[config.mk]
export PLATFORM = sky130hd
export DESIGN_NAME = select_switch_ctrl_flat
export DESIGN_NICKNAME = d
export VERILOG_FILES = /design/src/rtl/select_switch_ctrl_if.sv /design/src/rtl/select_switch_ctrl.sv /design/src/flat_wrapper.sv
export SDC_FILE = /design/constraint.sdc
export NUM_CORES = 1
export LEC_CHECK = 0
export BUFFER_PORTS_ARGS = -buffer_cell sky130_fd_sc_hd__buf_4
export CORE_MARGIN = 3
export CORE_UTILIZATION = 60
export CTS_BUF_LIST = sky130_fd_sc_hd__clkbuf_8 sky130_fd_sc_hd__clkbuf_16
export CTS_CLUSTER_DIAMETER = 80
export DETAILED_ROUTE_END_ITERATION = 6
export HOLD_SLACK_MARGIN = 0.08
export PLACE_DENSITY = 0.79
export SLEW_MARGIN = 20
export SYNTH_ARGS = -nofsm -noshare
export SYNTH_HDL_FRONTEND = slang
export SYNTH_SLANG_ARGS = --single-unit
[constraint.sdc]
create_clock -name clk -period 2.7 [get_ports clk]
set_clock_uncertainty 0.1 [all_clocks]
set_input_delay 0.54 -clock clk [delete_from_list [all_inputs] [get_ports clk]]
set_output_delay 0.54 -clock clk [all_outputs]
set_load 0.05 [all_outputs]
[src/rtl/select_switch_ctrl_if.sv]
// Purpose: signal bundle between the select/switch controller and its environment.
// Signals:
//   btn_in    raw push-button level (asynchronous, bouncy)
//   sw_req    one-cycle software toggle request
//   auto_en   level enable for periodic auto toggle
//   vsync_in  vertical sync from the timing generator
//   sel       selector control (0 = a_in, 1 = b_in)
//   blank     forces downstream black output while high
//   busy      a switch sequence is in progress
// Modports: master drives the requests/vsync and observes the outputs; slave is the controller.
interface select_switch_ctrl_if;
    logic btn_in;
    logic sw_req;
    logic auto_en;
    logic vsync_in;
    logic sel;
    logic blank;
    logic busy;

    modport master (
        output btn_in, sw_req, auto_en, vsync_in,
        input  sel, blank, busy
    );

    modport slave (
        input  btn_in, sw_req, auto_en, vsync_in,
        output sel, blank, busy
    );
endinterface

[src/rtl/select_switch_ctrl.sv]
// Purpose: frame-synchronous controller for the 2:1 HDMI source selector. Toggle requests from a
//   debounced push-button, a software pulse or an auto-cycle frame timer start a sequence that
//   blanks the output on a frame boundary, flips sel one frame later and keeps blanking for
//   BLANK_FRAMES further frames, so the sink never sees a torn frame.
// Ports:
//   clk    pixel clock, rising edge
//   rst_n  asynchronous active-low reset
//   bus    select_switch_ctrl_if.slave: btn_in, sw_req, auto_en, vsync_in in; sel, blank, busy out
module select_switch_ctrl #(
    parameter int unsigned DEBOUNCE_CYCLES = 1485000,
    parameter int unsigned BLANK_FRAMES    = 2,
    parameter int unsigned AUTO_FRAMES     = 600,
    parameter bit          VS_POL          = 1'b1
) (
    input  logic                 clk,
    input  logic                 rst_n,
    select_switch_ctrl_if.slave  bus
);

    localparam int unsigned DebW   = $clog2(DEBOUNCE_CYCLES);
    localparam int unsigned AutoW  = $clog2(AUTO_FRAMES);
    localparam int unsigned BlankW = (BLANK_FRAMES > 1) ? $clog2(BLANK_FRAMES) : 1;

    localparam logic [DebW-1:0]   DebMax   = DebW'(DEBOUNCE_CYCLES - 1);
    localparam logic [AutoW-1:0]  AutoMax  = AutoW'(AUTO_FRAMES - 1);
    localparam logic [BlankW-1:0] BlankMax = BlankW'(BLANK_FRAMES - 1);

    typedef enum logic [1:0] {StIdle, StArm, StPre, StPost} state_e;

    // Button path: synchronizer, debouncer and press detector
    logic            btn_s1, btn_s2;
    logic [DebW-1:0] deb_cnt;
    logic            deb_lvl, deb_prev;
    logic            btn_req;

    always_ff @(posedge clk or negedge rst_n) begin
        if (!rst_n) begin
            btn_s1   <= 1'b0;
            btn_s2   <= 1'b0;
            deb_cnt  <= '0;
            deb_lvl  <= 1'b0;
            deb_prev <= 1'b0;
        end else begin
            btn_s1   <= bus.btn_in;
            btn_s2   <= btn_s1;
            deb_prev <= deb_lvl;
            // Any sample matching the accepted level restarts the stability run.
            if (btn_s2 == deb_lvl) begin
                deb_cnt <= '0;
            end else if (deb_cnt == DebMax) begin
                deb_cnt <= '0;
                deb_lvl <= btn_s2;
            end else begin
                deb_cnt <= deb_cnt + 1'b1;
            end
        end
    end

    // Only a press (rising debounced level) requests a toggle; release is ignored.
    assign btn_req = deb_lvl & ~deb_prev;

    // Frame boundary: first cycle vsync is seen at its active level
    logic vs_d;
    logic fb;

    always_ff @(posedge clk or negedge rst_n) begin
        if (!rst_n) begin
            vs_d <= 1'b0;
        end else begin
            vs_d <= bus.vsync_in;
        end
    end

    assign fb = (bus.vsync_in == VS_POL) && (vs_d != VS_POL);

    // Auto-cycle timer: free-running over frame boundaries while enabled
    logic [AutoW-1:0] auto_cnt;
    logic             auto_req;

    always_ff @(posedge clk or negedge rst_n) begin
        if (!rst_n) begin
            auto_cnt <= '0;
        end else if (!bus.auto_en) begin
            auto_cnt <= '0;
        end else if (fb) begin
            auto_cnt <= (auto_cnt == AutoMax) ? '0 : auto_cnt + 1'b1;
        end
    end

    assign auto_req = bus.auto_en && fb && (auto_cnt == AutoMax);

    logic req;
    assign req = btn_req | bus.sw_req | auto_req;

    // Switch sequencer; requests outside StIdle are dropped, not queued
    state_e            state;
    logic              sel_q, blank_q, busy_q;
    logic [BlankW-1:0] frame_cnt;

    always_ff @(posedge clk or negedge rst_n) begin
        if (!rst_n) begin
            state     <= StIdle;
            sel_q     <= 1'b0;
            blank_q   <= 1'b0;
            busy_q    <= 1'b0;
            frame_cnt <= '0;
        end else begin
            case (state)
                // A boundary coinciding with the request is not consumed here.
                StIdle: begin
                    if (req) begin
                        state  <= StArm;
                        busy_q <= 1'b1;
                    end
                end
                StArm: begin
                    if (fb) begin
                        state   <= StPre;
                        blank_q <= 1'b1;
                    end
                end
                StPre: begin
                    if (fb) begin
                        state     <= StPost;
                        sel_q     <= ~sel_q;
                        frame_cnt <= '0;
                    end
                end
                StPost: begin
                    if (fb) begin
                        if (frame_cnt == BlankMax) begin
                            state   <= StIdle;
                            blank_q <= 1'b0;
                            busy_q  <= 1'b0;
                        end else begin
                            frame_cnt <= frame_cnt + 1'b1;
                        end
                    end
                end
                default: state <= StIdle;
            endcase
        end
    end

    assign bus.sel   = sel_q;
    assign bus.blank = blank_q;
    assign bus.busy  = busy_q;

endmodule

[src/flat_wrapper.sv]
// flat-port wrapper written by rule: the top's interface ports become plain ports
module select_switch_ctrl_flat 
#(
    parameter int unsigned DEBOUNCE_CYCLES = 1485000,
    parameter int unsigned BLANK_FRAMES    = 2,
    parameter int unsigned AUTO_FRAMES     = 600,
    parameter bit          VS_POL          = 1'b1
)
  (clk, rst_n, bus_btn_in, bus_sw_req, bus_auto_en, bus_vsync_in, bus_sel, bus_blank, bus_busy);
  select_switch_ctrl_if bus_i ();
  input  logic clk;
  input  logic rst_n;
  input wire logic [$bits(bus_i.btn_in)-1:0] bus_btn_in;
  input wire logic [$bits(bus_i.sw_req)-1:0] bus_sw_req;
  input wire logic [$bits(bus_i.auto_en)-1:0] bus_auto_en;
  input wire logic [$bits(bus_i.vsync_in)-1:0] bus_vsync_in;
  output wire logic [$bits(bus_i.sel)-1:0] bus_sel;
  output wire logic [$bits(bus_i.blank)-1:0] bus_blank;
  output wire logic [$bits(bus_i.busy)-1:0] bus_busy;
  assign bus_i.btn_in = bus_btn_in;
  assign bus_i.sw_req = bus_sw_req;
  assign bus_i.auto_en = bus_auto_en;
  assign bus_i.vsync_in = bus_vsync_in;
  assign bus_sel = bus_i.sel;
  assign bus_blank = bus_i.blank;
  assign bus_busy = bus_i.busy;
  select_switch_ctrl #(.DEBOUNCE_CYCLES(DEBOUNCE_CYCLES), .BLANK_FRAMES(BLANK_FRAMES), .AUTO_FRAMES(AUTO_FRAMES), .VS_POL(VS_POL)) u_core (.clk(clk), .rst_n(rst_n), .bus(bus_i));
endmodule
==> results of run 1 <==
[Yosys cell counts (all sizes together), types with 3 or more instances]
cell,number
dfrtp,42
nand2,20
nor2,17
a21oi,11
inv,11
o21ai,11
or3,10
xnor2,10
nand3,9
ha,7
or4,6
xor2,6
nand4,5
o31ai,5
nand3b,4
nor3,4
nor4,4
and2,3
o211ai,3
[state kept, by name (all words and copies together) (netlist names)]
signal and cells:
u_core.bus.sel 1, u_core.deb_lvl 1, u_core.frame_cnt 1, u_core.state 2, u_core.deb_cnt 21, u_core.auto_cnt 10
u_core.vs_d 1, u_core.btn_s1 1, u_core.bus.blank 1, u_core.btn_s2 1, u_core.bus.busy 1, u_core.deb_prev 1
[layout by cell type (no fill, tap or decap), drive strengths merged, types with 4 or more instances in the layout]
cell    instances
dfrtp          42
nand2          20
buf             9
ha              7
nor4            4
xor2            6
o21ai          11
clkbuf          5
nand3           9
nand3b          4
inv            11
or4             6
o31ai           5
xnor2          10
nand4           5
nor2           17
or3            10
a21oi          11
nor3            4
[power groups by stage]
stage / Combinational (W) / Sequential [W] / Clock (W)
3_3_place_gp: 0.000293 / 0.000722 / 0
4_1_cts: 0.000310 / 0.000715 / 0.000396
5_1_grt: 0.000340 / 0.000724 / 0.000417
6_report: 0.000308 / 0.000717 / 0.000381
3_5_place_dp: 0.000306 / 0.000728 / 0
2_1_floorplan: 0.000172 / 0.000772 / 0
[routing by layer]
layer  up-vias  track usage (%)  share of wire [%]
li1        792                -                  -
met1       799             26.9                 47
met2        38             35.9                 48
met3         9             6.67                3.8
met4         0             9.59                1.9
met5         -                0                  0
[path summary, 6_finish.rpt]
check / start / end / slack (ns) / depth (start not counted)
setup / recovery: u_core.deb_cnt[0] / u_core.deb_cnt[20] / 0.54 / 5
hold / removal: rst_n / u_core.deb_cnt[19] / 0.11 / 1
setup reg to reg: u_core.deb_cnt[0] / u_core.deb_cnt[20] / 0.54 / 5
hold reg to reg: u_core.btn_s1 / u_core.btn_s2 / 0.26 / 0
max in group asynchronous: rst_n / u_core.deb_cnt[6] / 2.04 / 1
min in group clk: bus_btn_in / u_core.btn_s1 / 0.25 / 1
[metrics by stage]
stage	hold WS (ns)	cells	cell area [um^2]	worst slack (ns)	total power (W)
3_3_place_gp	0.247	265	2240	0.605	0.00102
4_1_cts	0.125	272	2320	0.539	0.00142
2_1_floorplan	0.144	213	2130	0.715	0.000944
3_5_place_dp	0.241	265	2240	0.551	0.00103
5_1_grt	0.140	272	2320	0.413	0.00148
6_report	0.107	272	2320	0.545	0.00141
[worst max-delay path, cell delays in order (launching register included)]
cell and delay, ns:
dfrtp_1 0.38, ha_1 0.26, nand4_1 0.19, or3_2 0.51, or4_1 0.49, a21oi_1 0.16
[area by class of cell]
type | instances | area, um^2
fillers | 260 | 1070
flip-flops and latches | 42 | 1050
multi-input cells | 157 | 1030
clock buffers | 5 | 68.8
repair buffers | 9 | 67.6
well taps | 46 | 57.6
inverters | 11 | 41.3
clock inverters | 2 | 10.0
[kinds of logic (layout without fill, tap and decap cells)]
family | Yosys count | after routing | synth area share (%)
AO/OA/AOI/OAI | 36 | 36 | 10.6
XOR/XNOR | 16 | 16 | 6.58
adder cells (fa/ha/maj) | 7 | 7 | 4.11
buffers and inverters | 14 | 27 | 2.52
flip-flops | 42 | 42 | 49.3
multiplexers | 3 | 3 | 1.53
AND/OR/NAND/NOR | 95 | 95 | 25.3
==> qor.yml, run 1 <==
timing:
  fin_setup_tns_ns: 0
  worst_pin_slew_ns: 0.653
  fin_crit_ns: 2.16
  finalMaxSlewViolations: 0
  setup_viol_count_final: 0
  rsz0062_at_grt: "false"
  slew_headroom_pct: 56.1
  period_share_pct: 79.8
  fmax_mhz: 464
  hold_viol: 0
floorplanning:
  chipHeight_um: 65.6
  die_area_mm2: 0.00430
  core_mm2: 0.00339
  start_util_pct: 62.9
  rows: 21
  die_w_um: 65.6
  ioPinCount: 9
power_and_ir_drop:
  p_sw_share_pct: 30.7
  p_leak_nw: 0.959
  power.share.combinational_pct: 21.9
  p_sw_w: 0.000432
  ir_drop_uv: 564
  clockPowerShare_pct: 27.1
  pwr-share-seq_pct: 51.0
  p_int_w: 0.000974
  p_per_area_mw_per_mm2: 605
clock_tree:
  cts_tree: "yes"
  cts.path.max_buffers: 2
  hold_buffers: 0
  root_buffer: "clkbuf_8"
  cts_setup_buffers: 0
  cts.sinks: 42
  path_clk_slew_ns: 0.08
  insertion_delay_ns: 0.30
  ctsResizeCount: 0
  numCtsBuffers: 5
  htree_levels: 2
routing:
  routed_wl_um: 3900
  drc: 0
  ant_nets: 0
  vias: 1638
  vias_per_cell: 6.02
  drt_iter0_markers: 146
  firstDrtPassIters: 4
  wl_per_cell_um: 14.3
grt:
  overflow: 0
  grt_pass1_wl_um: 7220
  grt_pass1_vias: 1646
  grt_max_degree: 43
  grt.total_usage_pct: 22.0
  antenna_found_initial: 0
place:
  place_hpwl_um: 2780
  place_congestion: 0.832
  port_buffers: 8
finish:
  drive_gt1_share_pct: 11.5
  nNetsFinal: 239
  areaGrowthSynthToFinish_pct: 8.98
  diodes: 0
  final_util_pct: 68.5
worst_setup_path:
  crit_required_ns: 2.83
  crit_type: "flip-flop to flip-flop"
  startpoint_type: "flip-flop"
  cp.arrival_ns: 2.28
  critPathMaxFanout: 6
  end_kind: "flip-flop"
outcome:
  status: "finished clean"
logic_synthesis:
  async_reset_ff_share_pct: 100
  synth.distinct_cells: 42
  synth-edff-count: 0
  yosysSeqAreaShare_pct: 49.3
  synthCells: 213
  ys_seq_elements: 42
  synth_ff_type: "dfrtp_1"
  avgSynthCellArea_um2: 10.0
  synth_nets: 226
  yosys_warnings: 0
  synthTopCellsByArea: "dfrtp_1 (49%), ha_1 (4.1%), xnor2_1 (4.1%), nand2_1 (3.5%), nor2_1 (3.0%)"
  netlist_area_mm2: 0.00213
  yosysTopAreaCell: "dfrtp_1"
  synth_top_area_share_pct: 49.3
min_path:
  min_path_type: "primary input to asynchronous set/reset pin"
flow_run:
  cap_violations: 0
Note: power is estimated with default switching activity, not from simulation.
==> run 2: changes to the inputs <==
--- a/config.mk
+++ b/config.mk
@@ -7,12 +7,12 @@
 export LEC_CHECK = 0
 export BUFFER_PORTS_ARGS = -buffer_cell sky130_fd_sc_hd__buf_4
 export CORE_MARGIN = 3
-export CORE_UTILIZATION = 60
+export CORE_UTILIZATION = 54
 export CTS_BUF_LIST = sky130_fd_sc_hd__clkbuf_8 sky130_fd_sc_hd__clkbuf_16
 export CTS_CLUSTER_DIAMETER = 80
 export DETAILED_ROUTE_END_ITERATION = 6
 export HOLD_SLACK_MARGIN = 0.08
-export PLACE_DENSITY = 0.79
+export PLACE_DENSITY = 0.75
 export SLEW_MARGIN = 20
 export SYNTH_ARGS = -nofsm -noshare
 export SYNTH_HDL_FRONTEND = slang
==> constraint.sdc (replaced) <==
create_clock -name clk -period 1.8 [get_ports clk]
set_clock_uncertainty 0.1 [all_clocks]
set_input_delay 0.36 -clock clk [delete_from_list [all_inputs] [get_ports clk]]
set_output_delay 0.36 -clock clk [all_outputs]
set_load 0.05 [all_outputs]
==> qor.yml, run 2 (synthesis gave the netlist of run 1 again) <==
outcome:
  status: "finished with violations"
  failed_checks: "setup timing"
floorplanning:
  core_mm2: 0.00374  # +10%
  ioPinCount: 9  # unchanged
  chipHeight_um: 68.8  # +4.9%
  die_area_mm2: 0.00474  # +10%
  die_w_um: 68.8  # +4.9%
  start_util_pct: 56.9  # -5.9 points
  rows: 22  # +4.8%
finish:
  reg_top3: "u_core.deb_cnt: 21 flops, u_core.auto_cnt: 10 flops, u_core.state: 2 flops"
  top_register: "u_core.deb_cnt"
  areaGrowthSynthToFinish_pct: 39.2
  largest_register_ffs: 21  # unchanged
  drive_gt1_share_pct: 39.9  # +28 points
  ff_latch_area_mm2: 0.00105  # +0.12%
  diodes: 0  # unchanged
  instances_no_fill: 324  # +19%
  multi_input_area_mm2: 0.00124  # +21%
  final_util_pct: 79.2  # +11 points
  layout_commonest_cell: "buf_4"
  final_area_mm2: 0.00297  # +28%
  final_cell_mix: "buf_4 (51), dfrtp_1 (41), nand2_1 (19)"
  nNetsFinal: 288  # +21%
  fill_cells: 235  # -9.6%
power_and_ir_drop:
  p_leak_nw: 1.26  # +31%
  ir_drop_uv: 534  # -5.4%
  p_per_area_mw_per_mm2: 790  # +30%
routing:
  vias: 1920  # +17%
  drt_iter0_markers: 101  # -31%
  vias_per_cell: 5.93  # -1.6%
  ant_nets: 0  # unchanged
  drc: 0  # unchanged
  routed_wl_um: 5610  # +44%
  firstDrtPassIters: 4  # unchanged
  wl_per_cell_um: 17.3  # +21%
timing:
  fin_crit_ns: 1.99  # -0.170 ns
  worst_pin_slew_ns: 0.530  # -0.123 ns
  period_share_pct: 110  # +30 points
  finalMaxSlewViolations: 0  # unchanged
  rsz0062_at_grt: "true"
  slew_headroom_pct: 64.7  # +8.6 points
  fmax_mhz: 504  # +8.5%
  hold_viol: 0  # unchanged
  fin_ws_ns: -0.185  # -0.730 ns
  setup_viol_count_final: 20  # +20
place:
  place_congestion: 0.881  # +5.9%
  port_buffers: 8  # unchanged
  placement.cell_area_mm2: 0.00259  # +16%
  place_hpwl_um: 3450  # +24%
  dp.cells: 308  # +16%
worst_setup_path:
  end_kind: "flip-flop"
  crit_path_end: "u_core.deb_cnt[20]"
  reg2reg_to: "u_core.deb_cnt[20]"
  crit_required_ns: 1.92  # -0.91 ns
  cp.depth: 5  # unchanged
  path_buf_inv: 0  # unchanged
  ff2ff_setup_slack_ns: -0.19  # -0.73 ns
  path_cells: "ha_2 -> nand4_1 -> or3_4 -> or4_4 -> a21oi_2"
  startpoint_type: "flip-flop"
  crit_type: "flip-flop to flip-flop"
  critPathLaunch: "u_core.deb_cnt[0]"
  slowest_delay_ns: 0.49  # -0.02 ns
  cpMaxStageDelayCell: "or4_4"
  r2r-start: "u_core.deb_cnt[0]"
  r2r_cells: 5  # unchanged
  critPathMaxFanout: 4  # -2
  cp.arrival_ns: 2.11  # -0.17 ns
  critPathTopFamily: "simple AND/OR/NAND/NOR gates"
grt:
  grt.total_usage_pct: 24.5  # +2.5 points
  grt_pass1_vias: 1862  # +13%
  grt_pass1_wl_um: 8560  # +19%
  grt_max_degree: 43  # unchanged
  overflow: 0  # unchanged
  antenna_found_initial: 0  # unchanged
min_path:
  min_path_type: "primary input to flip-flop"
clock_tree:
  cts.sinks: 42  # unchanged
  root_buffer: "clkbuf_8"
  cts.path.max_buffers: 2  # unchanged
  cts_tree: "yes"
  path_clk_slew_ns: 0.08  # about the same
  insertion_delay_ns: 0.30  # about the same
  htree_levels: 2  # unchanged
  numCtsBuffers: 5  # unchanged
flow_run:
  cap_violations: 0  # unchanged
==> run 2: how the worst min path moves through the flow <==
stage,to,startpoint,cells after the start,slack [ns]
after global placement,u_core.btn_s2,u_core.btn_s1,0,0.24
after floorplan,u_core.auto_cnt[0],rst_n,0,-0.04
after global routing,u_core.vs_d,bus_vsync_in,1,0.09
after detailed placement,u_core.btn_s2,u_core.btn_s1,0,0.24
final,u_core.vs_d,bus_vsync_in,1,0.1
after CTS,u_core.vs_d,bus_vsync_in,1,0.1
==> run 2: where the power goes <==
group | switching [W] | internal [W]
combinational | 0.000306 | 0.000218
sequential | 0.0000565 | 0.00101
clock | 0.000340 | 0.000409
==> run 2: cell type report <==
class / count / share of cell area (%)
Sequential cell: 42 / 35.5
Multi-Input combinational cell: 157 / 42.0
Clock buffer: 5 / 2.32
Clock inverter: 3 / 1.35
Tap cell: 48 / 2.02
Inverter: 11 / 1.39
Timing Repair Buffer: 58 / 15.5
==> run 2: per-stage QoR <==
stage | setup TNS (ns) | setup slack (ns) | power (W) | hold WS (ns)
6_report | -1.33 | -0.185 | 0.00234 | 0.0977
5_1_grt | -3.15 | -0.227 | 0.00244 | 0.0925
4_1_cts | -1.18 | -0.100 | 0.00233 | 0.0954
3_5_place_dp | -2.57 | -0.166 | 0.00159 | 0.243
3_3_place_gp | -3.58 | -0.194 | 0.00155 | 0.236
2_1_floorplan | -1.15 | -0.143 | 0.00143 | -0.0356
==> run 2: what timing repair did <==
item / 4_1_cts / 5_1_grt
gates resized for setup: 26 / 24
gates cloned: 1 / 0
setup endpoints to repair: 25 / 24
endpoints found under the hold margin: 43 / 0
hold buffers: 2 / 0
pin swaps: 18 / 10
setup buffers: 2 / 4
==> run 2: per-layer routing <==
metal / vias to the layer above / share of wire, % / global-route usage, %
met5: - / 0 / 0
met4: 0 / 2.8 / 10.7
met3: 20 / 3.7 / 5.02
met2: 63 / 54 / 43.5
met1: 946 / 40 / 28.3
li1: 891 / - / -
==> run 3: changes to the inputs <==
--- a/config.mk
+++ b/config.mk
@@ -5,14 +5,15 @@
 export SDC_FILE = /design/constraint.sdc
 export NUM_CORES = 1
 export LEC_CHECK = 0
+export ABC_AREA = 1
 export BUFFER_PORTS_ARGS = -buffer_cell sky130_fd_sc_hd__buf_4
 export CORE_MARGIN = 3
-export CORE_UTILIZATION = 54
+export CORE_UTILIZATION = 55
 export CTS_BUF_LIST = sky130_fd_sc_hd__clkbuf_8 sky130_fd_sc_hd__clkbuf_16
 export CTS_CLUSTER_DIAMETER = 80
 export DETAILED_ROUTE_END_ITERATION = 6
 export HOLD_SLACK_MARGIN = 0.08
-export PLACE_DENSITY = 0.75
+export PLACE_DENSITY = 0.76
 export SLEW_MARGIN = 20
 export SYNTH_ARGS = -nofsm -noshare
 export SYNTH_HDL_FRONTEND = slang
==> qor.yml, run 3 <==
outcome:
  status: "finished clean"
place:
  place_congestion: 0.877  # -0.44%
  place_hpwl_um: 3340  # -3.3%
  placement.cell_area_mm2: 0.00251  # -3.4%
  port_buffers: 8  # unchanged
power_and_ir_drop:
  p_per_area_mw_per_mm2: 874  # +11%
  ir_drop_uv: 936  # +75%
  p_leak_nw: 1.15  # -8.8%
worst_setup_path:
  path_common_cell: "nor2_1"
  path_buf_inv: 1  # +1
  critPathTopFamily: "simple AND/OR/NAND/NOR gates"
  r2r_cells: 10  # +5
  cpMaxStageDelayCell: "dfrtp_1"
  crit_required_ns: 1.87  # -0.05 ns
  path_cells: "ha_1 -> nand2_2 -> nor2_1 -> nand2_1 -> nor2_1 -> nand2_2 -> nand2_4 -> inv_2 -> nand2_1 -> nor2_1"
  ff2ff_setup_slack_ns: 0.17  # +0.35 ns
  cp.depth: 10  # +5
  slowest_delay_ns: 0.45  # -0.04 ns
  critPathLaunch: "u_core.deb_cnt[0]"
  crit_path_end: "u_core.deb_cnt[18]"
  startpoint_type: "flip-flop"
  r2r-start: "u_core.deb_cnt[0]"
  crit_type: "flip-flop to flip-flop"
  reg2reg_to: "u_core.deb_cnt[18]"
  end_kind: "flip-flop"
  cp.arrival_ns: 1.71  # -0.40 ns
  critPathMaxFanout: 7  # +3
finish:
  fill_cells: 347  # +48%
  largest_register_ffs: 21  # unchanged
  nNetsFinal: 342  # +19%
  final_cell_mix: "nand2_1 (75), nor2_1 (61), dfrtp_1 (42)"
  top_register: "u_core.deb_cnt"
  reg_top3: "u_core.deb_cnt: 21 flops, u_core.auto_cnt: 10 flops, u_core.state: 2 flops"
  drive_gt1_share_pct: 12.1  # -28 points
  final_area_mm2: 0.00263  # -11%
  diodes: 0  # unchanged
  layout_commonest_cell: "nand2_1"
  areaGrowthSynthToFinish_pct: 10.1
clock_tree:
  root_buffer: "clkbuf_8"
  cts_tree: "yes"
  cts_setup_buffers: 0  # -2
  cts.path.max_buffers: 2  # unchanged
  insertion_delay_ns: 0.29  # about the same
  cts.sinks: 42  # unchanged
  htree_levels: 2  # unchanged
  path_clk_slew_ns: 0.08  # about the same
  numCtsBuffers: 5  # unchanged
floorplanning:
  start_util_pct: 58.4  # +1.5 points
  ioPinCount: 9  # unchanged
  chipHeight_um: 71.9  # +4.5%
  rows: 23  # +4.5%
  core_mm2: 0.00409  # +9.2%
  die_area_mm2: 0.00517  # +9.1%
  die_w_um: 71.9  # +4.5%
logic_synthesis:
  yosysSeqAreaShare_pct: 44.0  # -5.3 points
  synth_most_common_cell: "nand2_1"
  synth_ff_type: "dfrtp_1"
  synthTopCellsByArea: "dfrtp_1 (44%), nand2_1 (12%), nor2_1 (9.6%), inv_1 (5.7%), xor2_1 (4.0%)"
  synthAdderAreaFrac_pct: 3.67  # -0.44 points
  synth_common_cells: "nand2_1 (75), nor2_1 (61), dfrtp_1 (42)"
  synth_top_area_share_pct: 44.0  # -5.3 points
  synth_simple_gate_area_share_pct: 36.5  # +11 points
  avgSynthCellArea_um2: 7.65  # -24%
  synth_compound_area_share_pct: 5.14  # -5.5 points
  yosysTopAreaCell: "dfrtp_1"
  synthCells: 312  # +46%
  yosys_warnings: 0  # unchanged
  async_reset_ff_share_pct: 100  # unchanged
  synth_xor_area_share_pct: 4.04  # -2.5 points
  synth_mux_area_share_pct: 0  # -1.5 points
  ys_seq_elements: 42  # unchanged
  synth_nets: 325  # +44%
  netlist_area_mm2: 0.00239  # +12%
  synth_top_family_by_area: "simple AND/OR/NAND/NOR gates"
  synth.distinct_cells: 28  # -33%
  synth-edff-count: 0  # unchanged
min_path:
  min_path_type: "flip-flop to flip-flop"
routing:
  wl_per_cell_um: 12.1  # -30%
  routed_wl_um: 4600  # -18%
  firstDrtPassIters: 4  # unchanged
  drt_iter0_markers: 175  # +73%
  drc: 0  # unchanged
  vias: 1943  # +1.2%
  ant_nets: 0  # unchanged
  vias_per_cell: 5.11  # -14%
timing:
  slew_headroom_pct: 66.5  # +1.8 points
  setup_viol_count_final: 0  # -100%
  rsz0062_at_grt: "false"
  worst_pin_slew_ns: 0.503  # -0.0270 ns
  fin_crit_ns: 1.63  # -0.350 ns
  fin_setup_tns_ns: 0  # +1.33 ns
  period_share_pct: 90.8  # -19 points
  hold_viol: 0  # unchanged
  finalMaxSlewViolations: 0  # unchanged
  fmax_mhz: 612  # +21%
grt:
  grt_pass1_wl_um: 8100  # -5.4%
  grt_pass1_vias: 1896  # +1.8%
  antenna_found_initial: 0  # unchanged
  overflow: 0  # unchanged
  grt_max_degree: 43  # unchanged
  grt.total_usage_pct: 19.9  # -4.6 points
flow_run:
  cap_violations: 0  # unchanged
## run 3: changes by cell type after synthesis, moves of 7 or more
cell     delta
inv_1      +25
nand2_1    +55
nand3_1     +7
nor2_1     +44
xnor2_1    -10
## run 3: per-stage QoR
stage	util (%)	setup WS [ns]	hold slack, ns	power, W	std cells
5_1_grt	64.3	0.0298	0.261	0.00243	380
3_3_place_gp	61.3	0.237	0.232	0.00167	369
4_1_cts	64.3	0.179	0.252	0.00232	380
3_5_place_dp	61.3	0.198	0.235	0.00169	369
6_report	64.3	0.165	0.252	0.00230	380
2_1_floorplan	-	0.329	-0.0356	0.00152	312
## run 3: worst register-to-register path, cell delays in order, from the launching register on
cell,delay [ns]
dfrtp_1,0.45
ha_1,0.23
nand2_2,0.10
nor2_1,0.10
nand2_1,0.06
nor2_1,0.11
nand2_2,0.09
nand2_4,0.11
inv_2,0.06
nand2_1,0.05
nor2_1,0.04
## run 3: where the power goes
part	internal [W]	switching, W
clock network	0.000304	0.000310
registers	0.00103	0.0000607
logic	0.000208	0.000386
total	0.00154	0.000757
## run 3: routing by layer
| layer | routed length (um) | up-vias | share of wire (%) | global-route usage, % |
|---|---|---|---|---|
| met3 | 129 | 2 | 2.8 | 4.35 |
| met4 | 36 | 0 | 0.78 | 7.93 |
| met1 | 2210 | 893 | 48 | 25.6 |
| met5 | 0 | - | 0 | 0 |
| met2 | 2230 | 30 | 48 | 32.8 |
| li1 | - | 1018 | - | - |
## run 3: logic make-up (layout without fill, tap and decap cells)
group	Yosys count	count (layout)
AO/OA/AOI/OAI	22	22
XOR/XNOR	11	11
adder cells (fa/ha/maj)	7	7
buffers and inverters	41	59
flip-flops	42	42
AND/OR/NAND/NOR	189	189
## run 3: how the worst min path moves through the flow
stage,start,endpoint,depth (start not counted)
2_1_floorplan,rst_n,u_core.auto_cnt[0],0
3_3_place_gp,u_core.btn_s1,u_core.btn_s2,0
3_5_place_dp,u_core.btn_s1,u_core.btn_s2,0
4_1_cts,u_core.btn_s1,u_core.btn_s2,0
5_1_grt,u_core.btn_s1,u_core.btn_s2,0
6_report,u_core.btn_s1,u_core.btn_s2,0
## run 3: cell type report
class                   instances  area (um^2)  area share [%]
multi-input cells             229         1180            44.9
flip-flops and latches         42         1050            40.0
inverters                      39          146            5.57
repair buffers                 12         97.6            3.71
clock buffers                   6         82.6            3.14
well taps                      50         62.6            2.38
clock inverters                 2         8.76           0.333
## run 3: what timing repair did
| item | 4_1_cts | 5_1_grt |
|---|---|---|
| endpoints found under the hold margin | 44 | 0 |
| gates resized for setup | 0 | 0 |
| hold buffers | 3 | 0 |
